--- src/rtl/scan_texture_loader.sv ---
// Scan-chain texture loader: synchronises phi1/phi2/sdi/latch, assembles frames, issues texel writes.
// Optional SCAN_TEXTURE_PARITY_EN appends an even-parity bit after the data field.
module scan_texture_loader #(
  parameter  int ADDR_W    = 11,
  parameter  int DATA_W    = 8,
  parameter  int BANK_W    = 1,
  localparam int NUM_BANKS = 2**BANK_W
) (
  input  logic                   clk,
  input  logic                   rst,
  input  logic                   phi1,
  input  logic                   phi2,
  input  logic                   sdi,
  input  logic                   latch,
  input  logic                   wr_ready,
  output logic                   wr_valid,
  output logic [NUM_BANKS-1:0]   wr_bank,
  output logic [ADDR_W-1:0]      wr_addr,
  output logic [DATA_W-1:0]      wr_data,
  output logic [ADDR_W+BANK_W:0] load_cnt,
  output logic                   frame_err,
  output logic                   overrun
);

`ifdef SCAN_TEXTURE_PARITY_EN
  localparam int PAR_W = 1;
`else
  localparam int PAR_W = 0;
`endif
  localparam int FLEN  = 1 + BANK_W + ADDR_W + DATA_W + PAR_W;
  localparam int SR_W  = FLEN - 1;
  localparam int CNT_W = $clog2(FLEN + 1);
  localparam int LC_W  = ADDR_W + BANK_W + 1;
  localparam logic [LC_W-1:0]      LC_MAX   = {1'b1, {(LC_W-1){1'b0}}};
  localparam logic [CNT_W-1:0]     CNT_FULL = CNT_W'(FLEN);
  localparam logic [CNT_W-1:0]     CNT_ONE  = CNT_W'(1);
  localparam logic [NUM_BANKS-1:0] BANK_ONE = NUM_BANKS'(1);

  typedef enum logic [1:0] {
    IDLE,
    SHIFT,
    FULL,
    WRITE
  } state_t;

  logic [1:0] r_p1_sy, r_p2_sy, r_lt_sy, r_sd_sy;
  logic       r_p1_d, r_p2_d, r_lt_d;
  logic       r_p1_e, r_p2_e, r_lt_e;

  // Pin -> 2 sync flops -> registered rise pulse
  always_ff @(posedge clk or posedge rst) begin
    if (rst) begin
      r_p1_sy <= '0;
      r_p2_sy <= '0;
      r_lt_sy <= '0;
      r_sd_sy <= '1;
      r_p1_d  <= 1'b0;
      r_p2_d  <= 1'b0;
      r_lt_d  <= 1'b0;
      r_p1_e  <= 1'b0;
      r_p2_e  <= 1'b0;
      r_lt_e  <= 1'b0;
    end else begin
      r_p1_sy <= {r_p1_sy[0], phi1};
      r_p2_sy <= {r_p2_sy[0], phi2};
      r_lt_sy <= {r_lt_sy[0], latch};
      r_sd_sy <= {r_sd_sy[0], sdi};
      r_p1_d  <= r_p1_sy[1];
      r_p2_d  <= r_p2_sy[1];
      r_lt_d  <= r_lt_sy[1];
      r_p1_e  <= r_p1_sy[1] & ~r_p1_d;
      r_p2_e  <= r_p2_sy[1] & ~r_p2_d;
      r_lt_e  <= r_lt_sy[1] & ~r_lt_d;
    end
  end

  state_t              r_state, w_state_n;
  logic [CNT_W-1:0]    r_cnt, w_cnt_n;
  logic [SR_W-1:0]     r_sr;
  logic                r_master;
  logic [NUM_BANKS-1:0] r_bank;
  logic [ADDR_W-1:0]   r_addr;
  logic [DATA_W-1:0]   r_data;
  logic [LC_W-1:0]     r_lcnt;
  logic                r_ferr, r_ovr;

  logic                w_bit;
  logic                w_shift, w_load, w_err, w_ovr, w_xfer;
  logic [BANK_W-1:0]   w_f_bank;
  logic [ADDR_W-1:0]   w_f_addr;
  logic [DATA_W-1:0]   w_f_data;

  // Coincident phi1/phi2 rises: the freshly captured bit is the one shifted
  assign w_bit    = r_p1_e ? r_sd_sy[1] : r_master;
  assign w_f_data = r_sr[PAR_W +: DATA_W];
  assign w_f_addr = r_sr[PAR_W+DATA_W +: ADDR_W];
  assign w_f_bank = r_sr[PAR_W+DATA_W+ADDR_W +: BANK_W];

  always_ff @(posedge clk or posedge rst) begin
    if (rst) r_state <= IDLE;
    else     r_state <= w_state_n;
  end

  always_comb begin
    w_state_n = r_state;
    w_cnt_n   = r_cnt;
    w_shift   = 1'b0;
    w_load    = 1'b0;
    w_err     = 1'b0;
    w_ovr     = 1'b0;
    w_xfer    = 1'b0;
    unique case (r_state)
      IDLE: begin
        if (r_p2_e && !w_bit) begin
          w_state_n = SHIFT;
          w_cnt_n   = CNT_ONE;
        end
      end
      SHIFT: begin
        if (r_lt_e) begin
          w_err     = 1'b1;
          w_state_n = IDLE;
          w_cnt_n   = '0;
        end else if (r_p2_e) begin
          w_shift = 1'b1;
          w_cnt_n = r_cnt + CNT_ONE;
          if (w_cnt_n == CNT_FULL) w_state_n = FULL;
        end
      end
      FULL: begin
        if (r_p2_e) begin
          w_err     = 1'b1;
          w_state_n = IDLE;
          w_cnt_n   = '0;
        end else if (r_lt_e) begin
          w_cnt_n = '0;
`ifdef SCAN_TEXTURE_PARITY_EN
          if (^r_sr[DATA_W:0]) begin
            w_err     = 1'b1;
            w_state_n = IDLE;
          end else begin
            w_load    = 1'b1;
            w_state_n = WRITE;
          end
`else
          w_load    = 1'b1;
          w_state_n = WRITE;
`endif
        end
      end
      WRITE: begin
        w_ovr = r_lt_e;
        // Bits arriving during a stalled write build the next frame
        if (r_p2_e) begin
          if (r_cnt == '0) begin
            if (!w_bit) w_cnt_n = CNT_ONE;
          end else if (r_cnt != CNT_FULL) begin
            w_shift = 1'b1;
            w_cnt_n = r_cnt + CNT_ONE;
          end
        end
        if (wr_ready) begin
          w_xfer = 1'b1;
          if (w_cnt_n == '0)           w_state_n = IDLE;
          else if (w_cnt_n == CNT_FULL) w_state_n = FULL;
          else                          w_state_n = SHIFT;
        end
      end
      default: w_state_n = IDLE;
    endcase
  end

  always_ff @(posedge clk or posedge rst) begin
    if (rst) begin
      r_cnt    <= '0;
      r_sr     <= '0;
      r_master <= 1'b1;
      r_bank   <= '0;
      r_addr   <= '0;
      r_data   <= '0;
      r_lcnt   <= '0;
      r_ferr   <= 1'b0;
      r_ovr    <= 1'b0;
    end else begin
      r_cnt <= w_cnt_n;
      if (r_p1_e)  r_master <= r_sd_sy[1];
      if (w_shift) r_sr <= {r_sr[SR_W-2:0], w_bit};
      if (w_load) begin
        r_bank <= BANK_ONE << w_f_bank;
        r_addr <= w_f_addr;
        r_data <= w_f_data;
      end
      if (w_xfer && r_lcnt != LC_MAX) r_lcnt <= r_lcnt + LC_W'(1);
      if (w_err) r_ferr <= 1'b1;
      if (w_ovr) r_ovr  <= 1'b1;
    end
  end

  assign wr_valid  = (r_state == WRITE);
  assign wr_bank   = r_bank;
  assign wr_addr   = r_addr;
  assign wr_data   = r_data;
  assign load_cnt  = r_lcnt;
  assign frame_err = r_ferr;
  assign overrun   = r_ovr;

endmodule
--- config.mk ---
export PLATFORM = sky130hd
export DESIGN_NAME = scan_texture_loader
export DESIGN_NICKNAME = d
export VERILOG_FILES = /design/src/rtl/scan_texture_loader.sv
export SDC_FILE = /design/constraint.sdc
export NUM_CORES = 1
export LEC_CHECK = 0
export ABC_AREA = 1
export CORE_MARGIN = 8
export CORE_UTILIZATION = 55
export DETAILED_ROUTE_END_ITERATION = 8
export GPL_TIMING_DRIVEN = 0
export HOLD_SLACK_MARGIN = 0.15
export PLACE_DENSITY_LB_ADDON = 0.25
export SYNTH_ARGS = -nofsm -noshare
export SYNTH_HDL_FRONTEND = slang
export SYNTH_SLANG_ARGS = --single-unit
--- constraint.sdc ---
create_clock -name clk -period 2.9 [get_ports clk]
set_clock_uncertainty 0.2 [all_clocks]
set_input_delay 0.58 -clock clk [delete_from_list [all_inputs] [get_ports clk]]
set_output_delay 0.58 -clock clk [all_outputs]
set_load 0.01 [all_outputs]
==> impl_metrics.prom <==
# TYPE chip_impl_metric gauge
chip_impl_info{name="setup_repair_after_global_routing_missed_its_margin",value="false"} 1
chip_impl_metric{name="critical_path_arrival",unit="ns"} 1.71
chip_impl_metric{name="place_worst_setup_slack",unit="ns"} 0.779
chip_impl_metric{name="worst_slew_margin_rel",unit=""} 0.718
chip_impl_info{name="hold_wc_path_type",value="reg -> reg"} 1
chip_impl_metric{name="dr_drc_count",unit=""} 0
chip_impl_metric{name="ctsResizeCount",unit=""} 0
chip_impl_metric{name="clkTransAtPathRegs",unit="ns"} 0.08
chip_impl_metric{name="first_global_vias",unit=""} 2781
chip_impl_metric{name="ys_async_sr_fraction",unit=""} 1.00
chip_impl_metric{name="area_of_the_die",unit="µm²"} 9470
chip_impl_metric{name="place.detailed.hpwl",unit="µm"} 5330
chip_impl_info{name="clk_root_buffer_cell",value="clkbuf_8"} 1
chip_impl_metric{name="place.gp.congestion",unit=""} 0.887
chip_impl_metric{name="ctsHtreeMaxLevel",unit=""} 3
chip_impl_metric{name="synth_edf_count",unit=""} 0
chip_impl_metric{name="clock_path_buffers",unit=""} 2
chip_impl_metric{name="cts_num_sinks",unit=""} 78
chip_impl_metric{name="power_leakage",unit="nW"} 2.05
chip_impl_metric{name="die_w",unit="µm"} 97.3
chip_impl_metric{name="portBuffers",unit=""} 43
chip_impl_metric{name="first_pass_grt_wire_length",unit="µm"} 13000
chip_impl_metric{name="final_layout_size_suffix_gt1_frac",unit=""} 0.124
chip_impl_info{name="tritoncts",value="built"} 1
chip_impl_metric{name="maxCapViolCount",unit=""} 0
chip_impl_metric{name="tritoncts.num_buffers",unit=""} 9
chip_impl_metric{name="synth-warning-count",unit=""} 0
chip_impl_metric{name="antenna_found_initial",unit=""} 0
chip_impl_info{name="cpMaxStageDelayCell",value="clkdlybuf4s50_1"} 1
chip_impl_metric{name="r2r_setup_slack",unit="ns"} 0.77
chip_impl_metric{name="filler_cell_count",unit=""} 511
chip_impl_metric{name="wp_data_required",unit="ns"} 2.12
chip_impl_metric{name="detailed_route_via_count",unit=""} 2776
chip_impl_info{name="ys_dominant_reg_cell",value="dfrtp_1"} 1
chip_impl_metric{name="grt.total_usage",unit=""} 0.164
chip_impl_metric{name="nets",unit=""} 479
chip_impl_metric{name="setup-violations-final",unit=""} 0
chip_impl_metric{name="setup_ws",unit="ns"} 0.410
chip_impl_metric{name="dr.first_iter.drc_count",unit=""} 112
chip_impl_metric{name="drv_slew",unit=""} 0
chip_impl_metric{name="vdd_ir_drop_max",unit="V"} 0.000699
chip_impl_metric{name="number_of_standard_cells_in_the_layout_taps_in_and_fillers_out",unit=""} 544
chip_impl_metric{name="route.detailed.vias_per_inst",unit=""} 5.10
chip_impl_metric{name="fp.coreArea",unit="µm²"} 6390
chip_impl_metric{name="grt_max_degree",unit=""} 65
chip_impl_metric{name="ioPinCount",unit=""} 44
chip_impl_metric{name="synthesis.area",unit="µm²"} 3640
chip_impl_metric{name="timing_worst_slew_pin_value",unit="ns"} 0.423
chip_impl_metric{name="ff_latch_area",unit="µm²"} 1960
chip_impl_metric{name="multi_input_comb_area",unit="µm²"} 1350
chip_impl_metric{name="synth_area_per_cell",unit="µm²"} 8.94
chip_impl_metric{name="gr-total-overflow",unit=""} 0
chip_impl_metric{name="synth.yosys.seq_area_share",unit=""} 0.537
chip_impl_metric{name="cts_hold_buffers",unit=""} 0
chip_impl_metric{name="worst_skew_pair.late_latency",unit="ns"} 0.34
chip_impl_metric{name="count_of_different_cell_masters_after_synthesis",unit=""} 32
chip_impl_metric{name="dpl-instance-area",unit="µm²"} 4200
chip_impl_metric{name="area_delta_synth_final",unit="%"} 20.7
chip_impl_metric{name="final_antenna_net_count",unit=""} 0
chip_impl_metric{name="postCtsSetupRepairBufs",unit=""} 0
chip_impl_metric{name="syn-instance-count",unit=""} 407
chip_impl_metric{name="initial_core_util",unit=""} 0.570
chip_impl_metric{name="postSynthRegisterBits",unit=""} 78
chip_impl_metric{name="fin_area",unit="µm²"} 4390
chip_impl_metric{name="post-place-cells",unit=""} 528
chip_impl_info{name="result_of_the_run",value="completed"} 1
chip_impl_metric{name="routedWlPerCell",unit="µm"} 13.6
chip_impl_metric{name="dr.pass1.iters",unit=""} 4
chip_impl_metric{name="setup_tns",unit="ns"} 0
chip_impl_metric{name="cp_peak_stage_delay",unit="ns"} 0.61
chip_impl_metric{name="layout.core_utilization",unit=""} 0.688
chip_impl_metric{name="antenna-diode-count",unit=""} 0
chip_impl_metric{name="report.final.hold_viol_count",unit=""} 0
chip_impl_metric{name="die_h",unit="µm"} 97.3
chip_impl_metric{name="highest_attainable_clock_frequency",unit="MHz"} 402
chip_impl_info{name="critical_path_start_end_classification",value="reg -> out"} 1
chip_impl_info{name="crit_path_start_kind",value="flip-flop"} 1
chip_impl_metric{name="period_minus_slack",unit="ns"} 2.49
chip_impl_metric{name="mappedNetlistNets",unit=""} 424
chip_impl_metric{name="critical_path_peak_fanout",unit=""} 8
chip_impl_info{name="kind_of_end_point_of_the_critical_path",value="output port"} 1
chip_impl_info{name="timing.critical_path.cells",value="ha_1, clkdlybuf4s50_1"} 1
chip_impl_metric{name="min_period_over_period",unit=""} 0.859
chip_impl_metric{name="totalWireLength",unit="µm"} 7390
chip_impl_metric{name="fp-row-count",unit=""} 29
chip_impl_metric{name="pwr_density",unit="nW/µm²"} 805
==> path summary, 6_finish.rpt <==
path	cells past startpoint	start	to
min reg2reg	0	r_p1_sy[0]	r_p1_sy[1]
max in group asynchronous	3	rst	r_sd_sy[0]
max	2	r_state[0]	wr_valid
max reg2reg	9	r_cnt[0]	r_sr[1]
min in group asynchronous	2	rst	wr_addr[3]
min	0	r_p1_sy[0]	r_p1_sy[1]
==> power by group <==
| part | switching (W) | internal [W] | total (W) |
|---|---|---|---|
| logic | 0.000722 | 0.000544 | 0.00127 |
| registers | 0.000165 | 0.00130 | 0.00147 |
| clock network | 0.000400 | 0.000404 | 0.000804 |
| total | 0.00129 | 0.00225 | 0.00354 |
==> flip-flops by register name (all words and copies together), names as in the netlist, 2 cells and up <==
signal    flops
r_cnt         5
r_p1_sy       2
r_sr         20
r_sd_sy       2
r_state       2
r_p2_sy       2
r_lt_sy       2
wr_addr      11
wr_bank       2
wr_data       8
load_cnt     13
==> cells in the final DEF, fill, tap and decap left out, types with 8 or more instances in the layout <==
cell type	instances
nand3_1	14
nand2_1	102
clkbuf_8	9
xor2_1	11
ha_1	10
nor2_1	28
o21ai_0	33
inv_1	63
o21ai_2	18
nor3_1	8
clkdlybuf4s50_1	43
dfrtp_1	75
==> critical path, delay by kind of cell (launching register included) <==
family	cells	cell delay, ns
buffers and inverters	1	0.61
flip-flops	1	0.41
adder cells (fa/ha/maj)	1	0.36
==> synth_stat cells, types with 2 or more instances <==
master | count | share of area
inv_2 | 3 | 0.0031
dfrtp_1 | 75 | 0.52
nor3_1 | 8 | 0.011
xor2_1 | 11 | 0.026
o21bai_1 | 2 | 0.0041
o22ai_1 | 2 | 0.0034
or2_2 | 2 | 0.0034
buf_4 | 2 | 0.0041
a21oi_1 | 2 | 0.0028
clkbuf_1 | 2 | 0.0021
inv_1 | 64 | 0.066
ha_1 | 10 | 0.034
o21ai_0 | 33 | 0.045
dfstp_2 | 3 | 0.022
nand3_2 | 2 | 0.0055
nand2_1 | 102 | 0.11
buf_6 | 5 | 0.015
nand4_1 | 5 | 0.0086
a22oi_1 | 2 | 0.0041
nand3_1 | 14 | 0.019
o21ai_2 | 18 | 0.043
nor4_1 | 2 | 0.0034
nor2_1 | 28 | 0.029
nor2_2 | 2 | 0.0034
==> logic make-up after synthesis <==
family / after synthesis / share of synthesized area
flops: 78 / 0.537
buf+inv: 77 / 0.0922
xor+xnor: 11 / 0.0265
fa+ha+maj: 10 / 0.0344
compound gates: 65 / 0.119
simple gates: 166 / 0.191
==> area by class of cell <==
class | instances | area share
tap | 77 | 0.0219
sequential | 78 | 0.445
multi-input combinational | 252 | 0.307
buffer | 10 | 0.0191
timing repair buffer | 44 | 0.104
clock inverter | 6 | 0.0159
clock buffer | 10 | 0.0291
inverter | 67 | 0.0578
==> routing by layer <==
metal | vias up | GRT usage | part of all wire
met5 | - | 0 | 0
met4 | 0 | 0.0676 | 0.012
met3 | 8 | 0.0320 | 0.030
met2 | 45 | 0.268 | 0.50
met1 | 1334 | 0.206 | 0.46
li1 | 1389 | - | -
==> metrics by stage <==
stage               hold WS, ns  total power, W
floorplan                 0.131         0.00228
global placement          0.133         0.00270
detailed placement        0.135         0.00275
CTS                       0.153         0.00358
global route              0.161         0.00379
finish                    0.151         0.00354
(Power assumes the default switching activity.)
